## config.mk

```make
export PLATFORM = sky130hd
export DESIGN_NAME = ifetch
export DESIGN_NICKNAME = d
export VERILOG_FILES = /design/src/rtl/ifetch.sv
export SDC_FILE = /design/constraint.sdc
export NUM_CORES = 1
export LEC_CHECK = 0
export CAP_MARGIN = 15
export CORE_ASPECT_RATIO = 1.5
export CORE_MARGIN = 3
export CORE_UTILIZATION = 45
export CTS_BUF_LIST = sky130_fd_sc_hd__clkbuf_4 sky130_fd_sc_hd__clkbuf_8 sky130_fd_sc_hd__clkbuf_16
export DETAILED_ROUTE_END_ITERATION = 16
export PLACE_DENSITY = 0.77
export RECOVER_POWER = 25
export SLEW_MARGIN = 20
export SYNTH_ARGS = -nofsm -noshare
export SYNTH_HDL_FRONTEND = slang
export SYNTH_SLANG_ARGS = --single-unit
```

## constraint.sdc

```tcl
create_clock -name clk -period 11.3 [get_ports clk]
set_input_delay 1.695 -clock clk [delete_from_list [all_inputs] [get_ports clk]]
set_output_delay 1.695 -clock clk [all_outputs]
set_load 0.05 [all_outputs]
```

## src/rtl/ifetch.sv

```systemverilog
// ifetch -- instruction fetch front end.
//
// Sends word-aligned fetch requests to instruction memory and collects the
// in-order responses in a two-entry buffer. The buffer head is presented to
// decode. A redirect flushes the buffer, restarts fetch at the new target,
// and converts every response still owed by memory into a pending discard.
//
// Ports
//   clk, rst            clock, synchronous active-high reset
//   imem_req_valid_o    fetch request to instruction memory
//   imem_req_ready_i    memory accepts the request this cycle
//   imem_req_addr_o     fetch address (word aligned)
//   imem_rsp_valid_i    instruction returned, in request order
//   imem_rsp_instr_i    returned instruction word
//   redirect_i          taken branch/jump: flush and refetch
//   redirect_pc_i       new fetch address (low two bits ignored)
//   id_ready_i          decode accepts the presented instruction
//   if_valid_o          if_instr_o / if_pc_o hold a valid instruction
//   if_instr_o          instruction to decode
//   if_pc_o             address of if_instr_o
module ifetch #(
  parameter int                  PC_WIDTH    = 32,
  parameter int                  INSTR_WIDTH = 32,
  parameter logic [PC_WIDTH-1:0] RESET_PC    = 32'h8000_0000
) (
  input  logic                   clk,
  input  logic                   rst,
  output logic                   imem_req_valid_o,
  input  logic                   imem_req_ready_i,
  output logic [PC_WIDTH-1:0]    imem_req_addr_o,
  input  logic                   imem_rsp_valid_i,
  input  logic [INSTR_WIDTH-1:0] imem_rsp_instr_i,
  input  logic                   redirect_i,
  input  logic [PC_WIDTH-1:0]    redirect_pc_i,
  input  logic                   id_ready_i,
  output logic                   if_valid_o,
  output logic [INSTR_WIDTH-1:0] if_instr_o,
  output logic [PC_WIDTH-1:0]    if_pc_o
);

  // Fetch PC and the two-entry in-order buffer. An entry is allocated when
  // its request is accepted and marked filled when its response returns.
  logic [PC_WIDTH-1:0]    r_fpc;
  logic [PC_WIDTH-1:0]    r_buf_pc    [2];
  logic [INSTR_WIDTH-1:0] r_buf_instr [2];
  logic [1:0]             r_buf_filled;
  logic                   r_head;
  logic [1:0]             r_count;

  // Responses still owed by memory: out_cnt for the live stream (each has an
  // unfilled buffer entry), drop_cnt for streams killed by redirect.
  logic [1:0]             r_out_cnt;
  logic [1:0]             r_drop_cnt;

  logic                   w_head_filled;
  logic                   w_next_filled;
  logic [2:0]             w_inflight;
  logic [2:0]             w_total;
  logic [1:0]             w_redir_drop;
  logic                   w_req_valid;
  logic                   w_req_fire;
  logic                   w_if_valid;
  logic                   w_pop;
  logic                   w_rsp_drop;
  logic                   w_rsp_fill;
  logic                   w_alloc_idx;
  logic                   w_fill_idx;
  logic                   w_unused;

  assign w_unused = &{1'b0, redirect_pc_i[1:0]};

  always_comb begin
    w_head_filled = (r_count != 2'd0) && r_buf_filled[r_head];
    w_next_filled = (r_count == 2'd2) && r_buf_filled[~r_head];

    // Unfilled entries are already represented by out_cnt, so only filled
    // entries add to the occupancy term. Counting drop_cnt as well keeps at
    // most two responses owed by memory across a redirect.
    w_inflight = {1'b0, r_out_cnt} + {1'b0, r_drop_cnt}
               + {2'b00, w_head_filled} + {2'b00, w_next_filled};

    // Depends only on registered state, redirect_i and rst, so once raised
    // it holds with a stable address until accepted.
    w_req_valid = !rst && !redirect_i && (w_inflight < 3'd2);
    w_req_fire  = w_req_valid && imem_req_ready_i;

    w_if_valid  = !rst && !redirect_i && w_head_filled;
    w_pop       = w_if_valid && id_ready_i;

    // Owed discards always absorb responses first; a response with nothing
    // owed (e.g. a leftover after reset) is ignored.
    w_rsp_drop  = imem_rsp_valid_i && (r_drop_cnt != 2'd0);
    w_rsp_fill  = imem_rsp_valid_i && (r_drop_cnt == 2'd0) && (r_out_cnt != 2'd0);

    w_alloc_idx = r_head ^ r_count[0];
    // Filled entries form a prefix of the buffer, so the oldest unfilled one
    // is the head unless the head already holds its instruction.
    w_fill_idx  = w_head_filled ? ~r_head : r_head;

    // On redirect everything still owed becomes a discard, less the response
    // (if any) arriving in the redirect cycle itself, which is thrown away.
    w_total      = {1'b0, r_out_cnt} + {1'b0, r_drop_cnt};
    w_redir_drop = w_total[1:0];
    if (imem_rsp_valid_i && (w_total != 3'd0)) begin
      w_redir_drop = 2'(w_total - 3'd1);
    end
  end

  always_ff @(posedge clk) begin
    if (rst) begin
      r_fpc        <= RESET_PC;
      r_buf_filled <= 2'b00;
      r_head       <= 1'b0;
      r_count      <= 2'd0;
      r_out_cnt    <= 2'd0;
      r_drop_cnt   <= 2'd0;
      for (int i = 0; i < 2; i++) begin
        r_buf_pc[i]    <= '0;
        r_buf_instr[i] <= '0;
      end
    end else if (redirect_i) begin
      r_fpc        <= {redirect_pc_i[PC_WIDTH-1:2], 2'b00};
      r_buf_filled <= 2'b00;
      r_head       <= 1'b0;
      r_count      <= 2'd0;
      r_out_cnt    <= 2'd0;
      r_drop_cnt   <= w_redir_drop;
    end else begin
      if (w_req_fire) begin
        r_buf_pc[w_alloc_idx]     <= r_fpc;
        r_buf_filled[w_alloc_idx] <= 1'b0;
        r_fpc                     <= r_fpc + PC_WIDTH'(4);
      end
      if (w_rsp_fill) begin
        r_buf_instr[w_fill_idx]  <= imem_rsp_instr_i;
        r_buf_filled[w_fill_idx] <= 1'b1;
      end
      if (w_rsp_drop) begin
        r_drop_cnt <= r_drop_cnt - 2'd1;
      end
      r_out_cnt <= r_out_cnt + {1'b0, w_req_fire} - {1'b0, w_rsp_fill};
      r_count   <= r_count + {1'b0, w_req_fire} - {1'b0, w_pop};
      r_head    <= r_head ^ w_pop;
    end
  end

  assign imem_req_valid_o = w_req_valid;
  assign imem_req_addr_o  = r_fpc;
  assign if_valid_o       = w_if_valid;
  // Head fields come straight from the buffer; forced to zero while in reset.
  assign if_pc_o          = rst ? '0 : r_buf_pc[r_head];
  assign if_instr_o       = rst ? '0 : r_buf_instr[r_head];

endmodule

```

======== Word level (Yosys, flattened, before mapping) ========
Memory sizes are Yosys's and may differ from the RTL's. A register that Yosys moved wholly into a read port is not among the register bits.
Cells that the tools add are included.
word-level totals
  bits of input ports ..................... 70
  logic and storage cells ................. 96
  flip-flop bits (word level) ............. 41
  memories kept ........................... 2
  memory bits (writable) .................. 128
  output and inout port bits .............. 98
memory list
  name         words  bits a word  rd ports  clocked after Yosys merged registers in  wr ports  line  source
  r_buf_instr  2      32           1         1                                        2         45    logic [INSTR_WIDTH-1:0] r_buf_instr [2];
  r_buf_pc     2      32           1         1                                        2         44    logic [PC_WIDTH-1:0] r_buf_pc [2];
cells by class
  equality and inequality tests ........... 1
  mux-type cells .......................... 38
  order comparisons ....................... 7
  bitwise operators ....................... 6
  reduce and logical (&&, ||, !) cells .... 25
  $add $sub $neg .......................... 10
operators by type and width
  kind                                                                   number
  32-bit 2-to-1 mux                                                      6
  32-bit OR reduction                                                    2
  32-bit by 3-bit adder with 32-bit output (second input constant)       1
  1-bit 2-to-1 mux                                                       23
  2-bit 2-to-1 mux                                                       7
  1-bit logical AND                                                      13
  2-bit nonzero test                                                     5
  1-bit by 2-bit < comparator with 1-bit output (second input constant)  4
  3-bit by 1-bit adder with 3-bit output                                 2
  2-bit by 1-bit adder with 2-bit output                                 2
  2-bit by 1-bit subtractor with 2-bit output                            2
  2-bit by 1-bit subtractor with 2-bit output (second input constant)    2
  2-bit by 2-bit adder with 3-bit output                                 1
  3-bit by 2-bit < comparator with 1-bit output (second input constant)  1
  3-bit nonzero test                                                     1
  2-bit AND                                                              1
  1-bit demux with 1-bit select                                          2
  2-bit equality test (second input constant)                            1
  1-bit >= comparator (second input constant)                            2
  1-bit zero test                                                        2
  2-bit zero test                                                        1
  2-bit NOT                                                              1
  2-bit bitwise OR                                                       1
  2-bit OR reduction                                                     1
  2 further kinds                                                        3

======== Logic depth before layout (Yosys ltp) ========
Gate-level depths: netlist of the first run.
  depth after elaboration ................. 14
  gate-level depth with buffers ........... 18
  depth with buffers taken out ............ 14

======== Least setup slack after synthesis of the first run ========
Ideal clock, no wire load.
  path kind ............................... reg-to-reg
  from .................................... reg r_head
  to ...................................... mem r_buf_pc[1][10] (enable)
  arrival ................................. 4.736 ns
  period minus slack after synthesis ...... 5.195 ns
  cell stages (with the launch flop) ...... 14
  path slack .............................. 6.105 ns
  setup time .............................. 0.459 ns
  buffers on the path ..................... 4
  data required time ...................... 10.841 ns
  cells stage by stage .................... dfxtp_1 clkbuf_1 clkbuf_1 mux2i_1 nor3b_1 ha_1 a21o_1 ha_1 nor3_1 and3_1 buf_2 inv_2 clkbuf_1 o21ai_0
RTL lines
  item                      line  source
  start: declaration        47    logic r_head;
  start signal: assignment  143   r_head <= r_head ^ w_pop;
  end: declaration          44

==> results of run 1 <==
==> cell families (layout without fill, tap and decap cells) <==
family / count (synthesis) / after routing
AOI/OAI and AO/OA: 70 / 70
muxes: 68 / 68
buffers and inverters: 65 / 216
and+or+nand+nor: 314 / 314
other: 1 / 4
xor gates and xnor gates: 19 / 19
DFF: 163 / 163
adders and majority gates: 11 / 11
==> layout make-up <==
type | count | area [um2]
tap | 210 | 263
multi-input combinational | 486 | 3150
clock buffer | 18 | 433
clock inverter | 14 | 135
timing repair buffer | 170 | 1670
fill | 1406 | 6770
inverter | 14 | 52.6
sequential | 163 | 4510
==> flip-flops by register name (all words and copies together), names as in the netlist <==
name             cells
imem_req_addr_o     30
r_buf_filled         2
r_buf_instr         64
r_buf_pc            60
r_count              2
r_drop_cnt           2
r_head               1
r_out_cnt            2
==> final timing paths <==
| check | depth (start not counted) | start | slack [ps] | endpoint |
|---|---|---|---|---|
| max | 8 | redirect_i | 3950 | r_buf_pc[0][28] |
| min | 2 | r_buf_filled[1] | 490 | r_buf_filled[1] |
| max reg2reg | 11 | r_head | 4820 | r_buf_pc[0][28] |
| min reg2reg | 2 | r_buf_filled[1] | 490 | r_buf_filled[1] |
==> power by group through the flow <==
stage | sequential [mW] | combinational, mW | clock [mW]
6_report | 0.688 | 0.186 | 0.555
5_1_grt | 0.691 | 0.199 | 0.589
4_1_cts | 0.688 | 0.190 | 0.562
3_5_place_dp | 0.702 | 0.189 | 0
3_3_place_gp | 0.700 | 0.187 | 0
2_1_floorplan | 0.719 | 0.0923 | 0
==> through the flow <==
step,instance area [um2],util [%],instances,setup slack [ps],power (mW)
after global placement,9660,56.9,1043,5670,0.887
after detailed placement,9660,56.9,1043,5670,0.891
after CTS,10200,60.2,1075,5660,1.44
after global routing,10200,60.1,1075,3530,1.48
final,10200,60.1,1075,3950,1.43
after floorplan,7910,-,714,6110,0.812
==> routing by layer <==
layer,global-route usage (%),part of all wire [%],vias to the layer above
met3,4.10,6.2,29
li1,-,-,2831
met5,0,0,-
met1,22.2,37,2803
met4,7.65,2.6,0
met2,38.3,54,207
==> cell usage in the layout, fill, tap and decap left out, drive strengths merged, types with 9 or more instances in the layout <==
cell	n
and3	57
a211oi	9
nand3	15
clkbuf	21
nand4	15
a21oi	16
mux2i	65
ha	10
clkdlybuf4s50	128
and2	70
nor2	94
nand2	34
nor3	12
dfxtp	39
xnor2	11
inv	24
edfxtp	124
a31oi	10
dlygate4sd3	32
==> tightest hold or removal path, cell delays in order, from the launching register on <==
cell and delay, ps:
dfxtp_1 330, nand2_1 60, o21bai_1 50
==> impl_metrics.json, run 1 <==
{
  "outcome": "finished, violations left",
  "violations": "max-capacitance violations, max-slew violations",
  "post-synth-top-count-cell": "edfxtp_1",
  "grt_max_degree": 79,
  "yosysTopAreaCell": "edfxtp_1",
  "synth_edf_count": 124,
  "layout.nets": 933,
  "cp_num_buf_inv": 4,
  "die_y_um": 168,
  "h-tree-depth": 4,
  "diodes": 0,
  "clk_pin_slew_ps": 60,
  "ir_drop_mv": 0.0975,
  "hold_class": "register to register",
  "overflow": 0,
  "rsz0062_at_grt": "false",
  "fp.dieW_um": 114,
  "hold_buffers": 0,
  "syn_to_final_growth_pct": 29.2,
  "synth_top_family_by_area": "simple AND/OR/NAND/NOR gates",
  "numCtsBuffers": 17,
  "critPathMaxFanout": 78,
  "wirelength_um": 19400,
  "whs_ps": 486,
  "syn_inst": 711,
  "dr.pass1.iters": 5,
  "gp_congestion": 0.883,
  "maxCapViolations": 1,
  "postCtsSetupBuffers": 0,
  "cts_buffer_depth": 2,
  "yosys.area_share.simple_pct": 21.0,
  "antenna_found_initial": 0,
  "die-area_um2": 19200,
  "viasPerCell": 5.46,
  "period_needed_ps": 7350,
  "synthXorXnorAreaFrac_pct": 2.11,
  "critical_path.max_stage_delay_ps": 1980,
  "clock_latency_ps": 420,
  "seq_power_share_pct": 48.1,
  "ys.warnings.count": 0,
  "clock_skew_ps": 19.8,
  "hpwl_um": 13000,
  "grt_pass1_wl_um": 30600,
  "power.density_nw_per_um2": 140,
  "end_kind": "register",
  "finalSetupViolCount": 0,
  "synth-seq-area-share_pct": 57.0,
  "p_leak_nw": 3.89,
  "finalMaxSlewViolations": 79,
  "clkPwrFrac_pct": 38.8,
  "clkSinkCount": 163,
  "syn-mean-instance-area_um2": 11.1,
  "rows": 58,
  "start_util_pct": 46.5,
  "synth_compound_area_share_pct": 5.95,
  "tightestPinTransition_ps": 2820,
  "synth_top_area_share_pct": 47.1,
  "p_sw_share_pct": 27.8,
  "cp_cell_sequence": "dlygate4sd3_1 -> clkbuf_1 -> nor3_1 -> and3_2 -> clkbuf_1 -> nand2_1 -> nand2_1 -> buf_4",
  "ys.flop_type": "edfxtp_1",
  "tritoncts": "yes",
  "synthAdderAreaFrac_pct": 1.84,
  "grtUsageTotal_pct": 20.4,
  "pwr-share-comb_pct": 13.0,
  "synth_cell_type_count": 55,
  "required_ps": 11390,
  "core_area_um2": 17000,
  "ios": 168,
  "async_flop_share_pct": 0,
  "p_int_mw": 1.03,
  "drc": 0,
  "ant_nets": 0,
  "port_buffers": 161,
  "synthTopCellsByCount": "edfxtp_1, nor2_1, and2_1",
  "path_class": "input port to register",
  "max_slew_margin_pct": -87.7,
  "p_sw_mw": 0.398,
  "slowest_stage": "clkbuf_1",
  "drive_above_1_share_pct": 6.36,
  "startpoint_type": "input port",
  "vias": 5870,
  "crit_family": "buffers and inverters",
  "synth.cell_area_um2": 7900,
  "wl_per_cell_um": 18.0,
  "drt_iter0_markers": 345,
  "ctsResizeCount": 0,
  "netlist_top_cells_area": "edfxtp_1, dfxtp_1, mux2i_1",
  "timing.fmax_ghz": 0.136,
  "root_buffer": "clkbuf_16",
  "grt_pass1_vias": 6123,
  "fin_crit_sh_pct": 65.0,
  "muxShareOfSynthArea_pct": 8.66,
  "ys_ff_latch": 163,
  "cp.arrival_ps": 7440,
  "fin_setup_tns_ps": 0,
  "hold_viol": 0
}
Power figures use the tool's default switching activity.
==> run 2: changes to the inputs <==
Settings changed: PLACE_DENSITY 0.77 to 0.8.
Clock period 11.3 ns to 6.2 ns, I/O delays scaled along.
==> run 2 against run 1 <==
Non-clock buffer count stayed put; highest routed layer unchanged; wire length is 3.0% lower; via count is 0.10% higher; critical path depth is 3 lower; largest power group unchanged; sequential cell count stayed put; clock skew is 7.7 ps lower; the run now ends clean; combinational power is 82% higher; global-route usage is 0.40 points lower.
==> impl_metrics.json, run 2 (synthesized netlist as in run 1, its figures left out) <==
{
  "outcome": "finished clean",
  "reg2reg_depth": 10,
  "critical_path.max_stage_delay_ps": 860,
  "fillCellCount": 1403,
  "final_common_cell": "clkdlybuf4s50_1",
  "die_y_um": 168,
  "clk_pin_slew_ps": 60,
  "port_buffers": 161,
  "final_cell_mix": "clkdlybuf4s50_1, edfxtp_1, nor2_1",
  "end_kind": "output port",
  "fin_setup_tns_ps": 0,
  "diodes": 0,
  "rsz0062_at_grt": "false",
  "ios": 168,
  "ctsResizeCount": 0,
  "clock_skew_ps": 12.1,
  "r2r_start": "r_head",
  "whs_ps": 475,
  "tritoncts": "yes",
  "max_flop_register": "r_buf_instr",
  "cp_cell_sequence": "dlygate4sd3_1 -> clkbuf_1 -> nor2_1 -> and2_1 -> clkdlybuf4s50_1",
  "cp.arrival_ps": 3860,
  "cts_buffer_depth": 2,
  "finalMaxSlewViolations": 0,
  "root_buffer": "clkbuf_16",
  "hold_viol": 0,
  "ir_drop_mv": 0.132,
  "grt_pass1_wl_um": 30000,
  "wl_per_cell_um": 17.5,
  "required_ps": 5270,
  "grt_pass1_vias": 6056,
  "overflow": 0,
  "path_class": "input port to output port",
  "r2r-end": "r_buf_pc[1][26]",
  "r2r_slack_ps": 1520,
  "drc": 0,
  "clock_latency_ps": 420,
  "power.density_nw_per_um2": 258,
  "viasPerCell": 5.47,
  "clkSinkCount": 163,
  "maxCapViolations": 0,
  "drive_above_1_share_pct": 6.36,
  "ant_nets": 0,
  "fin_crit_sh_pct": 77.2,
  "syn_to_final_growth_pct": 29.5,
  "wirelength_um": 18800,
  "numCtsBuffers": 17,
  "largest_reg_flops": 64,
  "crit_family": "buffers and inverters",
  "whs_path_depth": 2,
  "max_slew_margin_pct": 13.3,
  "layout.nets": 933,
  "holdPathEnd": "r_buf_filled[1]",
  "fp.dieW_um": 114,
  "antenna_found_initial": 0,
  "hold_class": "register to register",
  "critPathMaxFanout": 22,
  "vias": 5876,
  "p_leak_nw": 3.89,
  "postCtsSetupBuffers": 0,
  "drt_iter0_markers": 350,
  "min_from": "r_buf_filled[1]",
  "finalSetupViolCount": 0,
  "cp_num_buf_inv": 3,
  "period_needed_ps": 4790,
  "gp_congestion": 0.863,
  "core_area_um2": 17000,
  "h-tree-depth": 4,
  "grtUsageTotal_pct": 20.0,
  "startpoint_type": "input port",
  "die-area_um2": 19200,
  "dr.pass1.iters": 4,
  "hold_buffers": 0,
  "hpwl_um": 12800,
  "rows": 58,
  "grt_max_degree": 52,
  "start_util_pct": 46.5,
  "timing.fmax_ghz": 0.209,
  "slowest_stage": "clkbuf_1",
  "tightestPinTransition_ps": 1300
}
run 2: cell type report:
cell class | count | area [um2] | share of cell area, %
repair buffers | 170 | 1670 | 16.3
clock inverters | 14 | 158 | 1.54
flip-flops and latches | 163 | 4510 | 44.1
inverters | 14 | 52.6 | 0.514
well taps | 210 | 263 | 2.57
clock buffers | 18 | 433 | 4.23
multi-input cells | 486 | 3150 | 30.8
run 2: worst min-delay path, cell delays in order (launching register included):
cell and delay (ps):
dfxtp_1 320, nand2_1 60, o21bai_1 50
run 2: power breakdown:
group	leakage, nW	total (mW)	internal [mW]	switching [mW]
logic	1.99	0.338	0.121	0.217
clock network	0.291	1.05	0.580	0.472
registers	1.61	1.25	1.22	0.0352
run 2: routing by layer:
| layer | vias up | wire length (um) | GRT usage, % |
|---|---|---|---|
| met5 | - | 0 | 0 |
| met4 | 0 | 492 | 8.94 |
| met3 | 33 | 1290 | 4.06 |
| met2 | 223 | 9980 | 36.3 |
| met1 | 2790 | 7040 | 22.2 |
| li1 | 2830 | - | - |
run 2: stage by stage:
step	total power, mW	util [%]	cell area (um2)	worst slack, ps	instances
after floorplan	1.48	-	7910	1010	714
after global placement	1.62	56.9	9660	1930	1043
after detailed placement	1.62	56.9	9660	1890	1043
after CTS	2.66	60.3	10200	1780	1075
after global routing	2.73	60.3	10200	996	1075
final	2.64	60.3	10200	1410	1075
run 2: worst max path at each step:
stage,startpoint,end,slack (ps),cells past startpoint
after floorplan,r_head,r_buf_pc[1][10],1010,13
after global placement,redirect_i,r_buf_instr[0][3],1930,6
after detailed placement,redirect_i,r_buf_pc[1][23],1890,7
after CTS,r_head,imem_req_valid_o,1780,8
after global routing,redirect_i,r_buf_instr[1][9],1000,7
final,redirect_i,if_valid_o,1410,5
